$ cat src/rtl/random_range_sampler.sv
// rtl/random_range_sampler.sv - uniform sampler over [0, limit) by mask-and-reject on a raw random word
//
// Purpose:
//   Draws raw words from an external random generator. Each word is masked
//   down to the smallest power-of-two range that covers the limit. Words that
//   still land at or above the limit are rejected. Accepted samples go into a
//   small FIFO, and the consumer drains it with a valid/ready handshake.
//
// Ports:
//   clk          clock, rising edge
//   rst          asynchronous active-high reset
//   random_in    raw random word (combinational from the generator state)
//   rng_ce       generator clock-enable; high = random_in consumed this edge
//   limit        exclusive upper bound of the sample range
//   limit_load   one-cycle strobe that captures limit, flushes the FIFO
//   out_data     head-of-FIFO sample (0 while out_valid is low)
//   out_valid    FIFO non-empty
//   out_ready    consumer accepts the head sample
//   limit_err    high while the captured limit is 0
//   reject_count saturating count of rejected candidates (only with
//                RANDOM_RANGE_SAMPLER_STATS_EN defined)
//
// Optional feature macro: RANDOM_RANGE_SAMPLER_STATS_EN

module random_range_sampler #(
  parameter int Width = 32,
  parameter int Depth = 4
) (
  input  logic             clk,
  input  logic             rst,
  input  logic [Width-1:0] random_in,
  output logic             rng_ce,
  input  logic [Width-1:0] limit,
  input  logic             limit_load,
  output logic [Width-1:0] out_data,
  output logic             out_valid,
  input  logic             out_ready,
  output logic             limit_err
`ifdef RANDOM_RANGE_SAMPLER_STATS_EN
  ,
  output logic [15:0]      reject_count
`endif
);

  localparam int PtrW = $clog2(Depth);
  localparam int CntW = $clog2(Depth) + 1;

  typedef enum logic [1:0] {
    S_IDLE  = 2'd0,
    S_SETUP = 2'd1,
    S_RUN   = 2'd2
  } state_e;

  state_e state_q, state_d;

  logic [Width-1:0] limit_q;
  logic [Width-1:0] mask_q;
  logic             limit_err_q;

  logic [Width-1:0] mem [Depth];
  logic [PtrW-1:0]  wr_ptr_q;
  logic [PtrW-1:0]  rd_ptr_q;
  logic [CntW-1:0]  count_q, count_d;

  logic             fifo_full;
  logic             pop;
  logic             push;
  logic             reject;
  logic [Width-1:0] candidate;
  logic             cand_in_range;

  // Smallest 2^k-1 covering lim-1: smear the highest set bit of lim-1 down
  // through all lower positions. Gives 0 for lim=1 and all-ones once
  // lim-1 has its top bit set.
  function automatic logic [Width-1:0] range_mask(input logic [Width-1:0] lim);
    logic [Width-1:0] m;
    m = lim - Width'(1);
    for (int s = 1; s < Width; s = s * 2) begin
      m = m | (m >> s);
    end
    return m;
  endfunction

  // ------------------------------------------------------------------
  // Handshake and candidate qualification
  // ------------------------------------------------------------------
  assign fifo_full     = (count_q == CntW'(Depth));
  assign out_valid     = (count_q != '0);
  assign pop           = out_valid && out_ready;
  assign candidate     = random_in & mask_q;
  assign cand_in_range = (candidate < limit_q);
  assign push          = rng_ce && cand_in_range;
  assign reject        = rng_ce && !cand_in_range;

  assign out_data  = out_valid ? mem[rd_ptr_q] : '0;
  assign limit_err = limit_err_q;

  // ------------------------------------------------------------------
  // FSM: state register
  // ------------------------------------------------------------------
  always_ff @(posedge clk or posedge rst) begin
    if (rst) begin
      state_q <= S_IDLE;
    end else begin
      state_q <= state_d;
    end
  end

  // ------------------------------------------------------------------
  // FSM: next state and generator enable
  // ------------------------------------------------------------------
  always_comb begin
    state_d = state_q;
    rng_ce  = 1'b0;
    case (state_q)
      S_IDLE: begin
        state_d = S_IDLE;
      end
      S_SETUP: begin
        state_d = S_RUN;
      end
      S_RUN: begin
        // A pop frees a slot at this edge, so a full FIFO can still draw.
        rng_ce = !fifo_full || pop;
      end
      default: begin
        state_d = S_IDLE;
      end
    endcase
    // A new limit overrides everything. Any word presented this cycle was
    // drawn under the old range, so it is left unconsumed.
    if (limit_load) begin
      rng_ce  = 1'b0;
      state_d = (limit == '0) ? S_IDLE : S_SETUP;
    end
  end

  // ------------------------------------------------------------------
  // Limit / mask / error registers
  // ------------------------------------------------------------------
  always_ff @(posedge clk or posedge rst) begin
    if (rst) begin
      limit_q     <= '0;
      mask_q      <= '0;
      limit_err_q <= 1'b0;
    end else if (limit_load) begin
      limit_q     <= limit;
      limit_err_q <= (limit == '0);
    end else if (state_q == S_SETUP) begin
      mask_q <= range_mask(limit_q);
    end
  end

  // ------------------------------------------------------------------
  // FIFO pointers and occupancy
  // ------------------------------------------------------------------
  always_comb begin
    count_d = count_q;
    case ({push, pop})
      2'b10:   count_d = count_q + CntW'(1);
      2'b01:   count_d = count_q - CntW'(1);
      default: count_d = count_q;
    endcase
  end

  always_ff @(posedge clk or posedge rst) begin
    if (rst) begin
      wr_ptr_q <= '0;
      rd_ptr_q <= '0;
      count_q  <= '0;
    end else if (limit_load) begin
      wr_ptr_q <= '0;
      rd_ptr_q <= '0;
      count_q  <= '0;
    end else begin
      if (push) begin
        wr_ptr_q <= wr_ptr_q + PtrW'(1);
      end
      if (pop) begin
        rd_ptr_q <= rd_ptr_q + PtrW'(1);
      end
      count_q <= count_d;
    end
  end

  // Storage is not reset. Entries are only visible through out_data while
  // the occupancy count says they are live.
  always_ff @(posedge clk) begin
    if (push) begin
      mem[wr_ptr_q] <= candidate;
    end
  end

`ifdef RANDOM_RANGE_SAMPLER_STATS_EN
  // ------------------------------------------------------------------
  // Rejection statistics
  // ------------------------------------------------------------------
  logic [15:0] reject_count_q;

  always_ff @(posedge clk or posedge rst) begin
    if (rst) begin
      reject_count_q <= '0;
    end else if (limit_load) begin
      reject_count_q <= '0;
    end else if (reject && (reject_count_q != 16'hFFFF)) begin
      reject_count_q <= reject_count_q + 16'd1;
    end
  end

  assign reject_count = reject_count_q;
`endif

endmodule

$ cat config.mk
export PLATFORM = sky130hd
export DESIGN_NAME = random_range_sampler
export DESIGN_NICKNAME = d
export VERILOG_FILES = /design/src/rtl/random_range_sampler.sv
export SDC_FILE = /design/constraint.sdc
export NUM_CORES = 1
export LEC_CHECK = 0
export CORE_MARGIN = 2
export CORE_UTILIZATION = 34
export CTS_CLUSTER_SIZE = 28
export DETAILED_ROUTE_END_ITERATION = 8
export GPL_TIMING_DRIVEN = 0
export PLACE_DENSITY = 0.63
export SYNTH_ARGS = -nofsm -noshare
export SYNTH_HDL_FRONTEND = slang
export SYNTH_SLANG_ARGS = --single-unit
$ cat constraint.sdc
create_clock -name clk -period 5 [get_ports clk]
set_input_delay 1 -clock clk [delete_from_list [all_inputs] [get_ports clk]]
set_output_delay 1 -clock clk [all_outputs]
set_load 0.05 [all_outputs]
==> impl_metrics.ini <==
[layout]
n_antenna_cell = 0
design_area_mm2 = 0.0123
drive_above_1_share_pct = 9.30
final_cells = 1362
finalNetCount = 1069
synthToLayoutAreaGrowth_pct = 22.2

[critical_path]
worst-endpoint-arrival_ns = 3.47
cp-end-kind = primary output
worst_ep_required_time_ns = 4.00
cp-startpoint = rd_ptr_q[0]$_DFFE_PP0P_
cp_max_fo = 10
critPathLaunchType = flop
r2r-start = limit_q[11]$_DFFE_PP0P_
crit_type = flop to primary output

[timing]
worst_slew_pin_slew_ns = 0.897
fmax_ghz = 0.224
hold_violations = 0
max_slew_margin_pct = 40.2
layout_setup_ws_ns = 0.532
fin_crit_ns = 4.47
rsz0062_at_grt = false
post-route-period-util_pct = 89.4
setup_viol = 0
finalMaxSlewViolations = 0
fin_skew_ns = 0.00825

[clocking]
insertion_delay_ns = 0.51
cts_max_path_buffers = 3
cts_setup_buffers = 0
cts.clk_slew.worst_paths_ns = 0.06
root_buffer = clkbuf_16
cts.repair.resized = 0
tritoncts = built
clock_sinks = 202
cts_buffers = 22
h-tree-depth = 1
cts_hold_buf = 0

[yosys]
yosys.area.top_type = edfxtp_1
post-synth-top-count-cell = edfxtp_1
ys_async_sr_fraction_pct = 36.6
synth_top_area_share_pct = 38.3
synth_flop_cell = edfxtp_1
synth_cell_types = 66
syn_nets = 943
ys_ff_latch = 202
synthCells = 837
synth_common_cells = 128 x edfxtp_1, 74 x dfrtp_1, 70 x and2_1
ys_warn_count = 0
synth-edff-count = 128
synth_area_mm2 = 0.0100
yosysSeqAreaShare_pct = 56.7
syn_avg_cell_area_um2 = 12.0
synthTopCellsByArea = edfxtp_1 38%, dfrtp_1 18%, mux4_2 7.2%

[global_route]
grt_pass1_vias = 7002
grt_max_degree = 43
antenna_found_initial = 0
grt-busiest-layer = met2
grt_first_pass_wirelength_um = 39900
grt_use_met1_pct = 24.1
gr-total-overflow = 0
grt_use_met3_pct = 2.32
use_met2_pct = 27.1
grtUsageTotal_pct = 16.8

[pwr]
p_leak_nw = 4.34
p_per_area_mw_per_mm2 = 393
peakVddDrop_mv = 0.185

[placement]
dp_hpwl_um = 19200
place_ws_ns = 0.237
placedCellCount = 1323
finalWeightedCongestion = 0.960
placed_area_mm2 = 0.0116
io_buffers = 101

[floorplan]
num_io_pins = 103
fp-row-count = 62
initial_core_util_pct = 34.7
die_w_um = 176
die_area_mm2 = 0.0309
die_y_um = 176
core_area_mm2 = 0.0289

[routing]
routed_via_density = 5.20
drc = 0
ant_nets = 0
drtIter0Drc = 777
vias = 7080
wl_per_cell_um = 18.7
drtPass1Iterations = 5
drt_wl_total_um = 25500

[run]
drv_cap = 0

[min_path]
hold_path_class = flop to flop
hold_start = mask_q[12]$_DFFE_PP0P_

[status]
outcome = completed
[report_power, final]
part | internal [mW] | leakage [nW] | switching [mW]
combinational | 0.484 | 2.01 | 0.850
sequential | 1.84 | 1.98 | 0.0475
clock | 0.963 | 0.348 | 0.644
[stage by stage]
stage	hold WS (ns)	total power, mW	util (%)	setup TNS (ns)
floorplan	0.438	2.80	-	0
global placement	0.455	3.25	39.9	-26.23
detailed placement	0.463	3.27	40.0	0
CTS	0.476	4.88	42.4	0
global route	0.506	5.05	42.4	0
finish	0.471	4.83	42.4	0
[registers in the layout, indices dropped and copies added, names as in the netlist]
register	flops
mask_q	32
state_q	2
limit_err	1
mem	128
rd_ptr_q	2
limit_q	32
wr_ptr_q	2
count_q	3
[placed cells by master, fill, tap and decap left out, types with 4 or more instances in the layout]
| cell type | Yosys | final |
|---|---|---|
| edfxtp_1 | 128 | 128 |
| clkdlybuf4s50_1 | 0 | 101 |
| dfrtp_1 | 74 | 74 |
| nand2_1 | 67 | 67 |
| and2_1 | 70 | 66 |
| nor2_1 | 65 | 65 |
| o21ai_0 | 48 | 48 |
| clkbuf_1 | 32 | 37 |
| inv_1 | 38 | 37 |
| ha_1 | 37 | 37 |
| mux4_2 | 32 | 32 |
| a21oi_1 | 29 | 29 |
| nor3_1 | 25 | 25 |
| clkbuf_16 | 0 | 22 |
| a31oi_1 | 20 | 20 |
| xnor2_1 | 19 | 19 |
| nand4_1 | 18 | 18 |
| nor4_1 | 18 | 18 |
| nand3_1 | 14 | 14 |
| or4_1 | 8 | 8 |
| a21o_1 | 7 | 7 |
| or3_1 | 5 | 5 |
| a41oi_1 | 5 | 5 |
| and3_1 | 5 | 5 |
| nor4b_1 | 4 | 4 |
| nand2b_1 | 4 | 4 |
| and2_2 | 0 | 4 |
| clkinv_1 | 0 | 4 |
| clkinv_2 | 0 | 4 |
[worst max-delay path, cell delays in order, from the launching register on]
cell	delay (ns)
dfrtp_1	0.32
clkbuf_1	0.43
buf_1	0.72
mux4_2	0.62
and2_1	0.18
clkdlybuf4s50_1	0.69
[per-layer routing]
layer  part of all wire [%]  up-vias
met2                     46      190
li1                       -     3379
met4                    2.1        0
met5                      0        -
met3                    4.9       30
met1                     47     3481
[path summary, 6_finish.rpt]
kind,depth (start not counted),end,slack [ns]
worst max-delay path,5,out_data[12],0.53
worst min-delay path,2,mask_q[12]$_DFFE_PP0P_,0.47
worst max register to register,9,mem[1][30]$_DFFE_PP_,1.25
worst min register to register,2,mask_q[12]$_DFFE_PP0P_,0.47
max in group asynchronous,3,mask_q[4]$_DFFE_PP0P_,3.59
min in group asynchronous,2,limit_q[29]$_DFFE_PP0P_,0.84
[cell type report]
class	instances	area [um^2]
Fill cell	2693	16700
Clock inverter	12	141
Timing Repair Buffer	102	1030
Inverter	38	145
Tap cell	384	480
Multi-Input combinational cell	557	4050
Clock buffer	27	569
Buffer	40	169
Sequential cell	202	5700
[cells by family (layout without fill, tap and decap cells)]
| group | Yosys count | count (layout) | share of synthesized area [%] |
|---|---|---|---|
| mux | 35 | 35 | 7.48 |
| flops | 202 | 202 | 56.7 |
| buf+inv | 78 | 219 | 3.10 |
| fa+ha+maj | 38 | 38 | 4.81 |
| simple gates | 322 | 322 | 17.2 |
| xor+xnor | 20 | 20 | 1.74 |
| compound gates | 142 | 142 | 8.94 |
(Power assumes the default switching activity.)
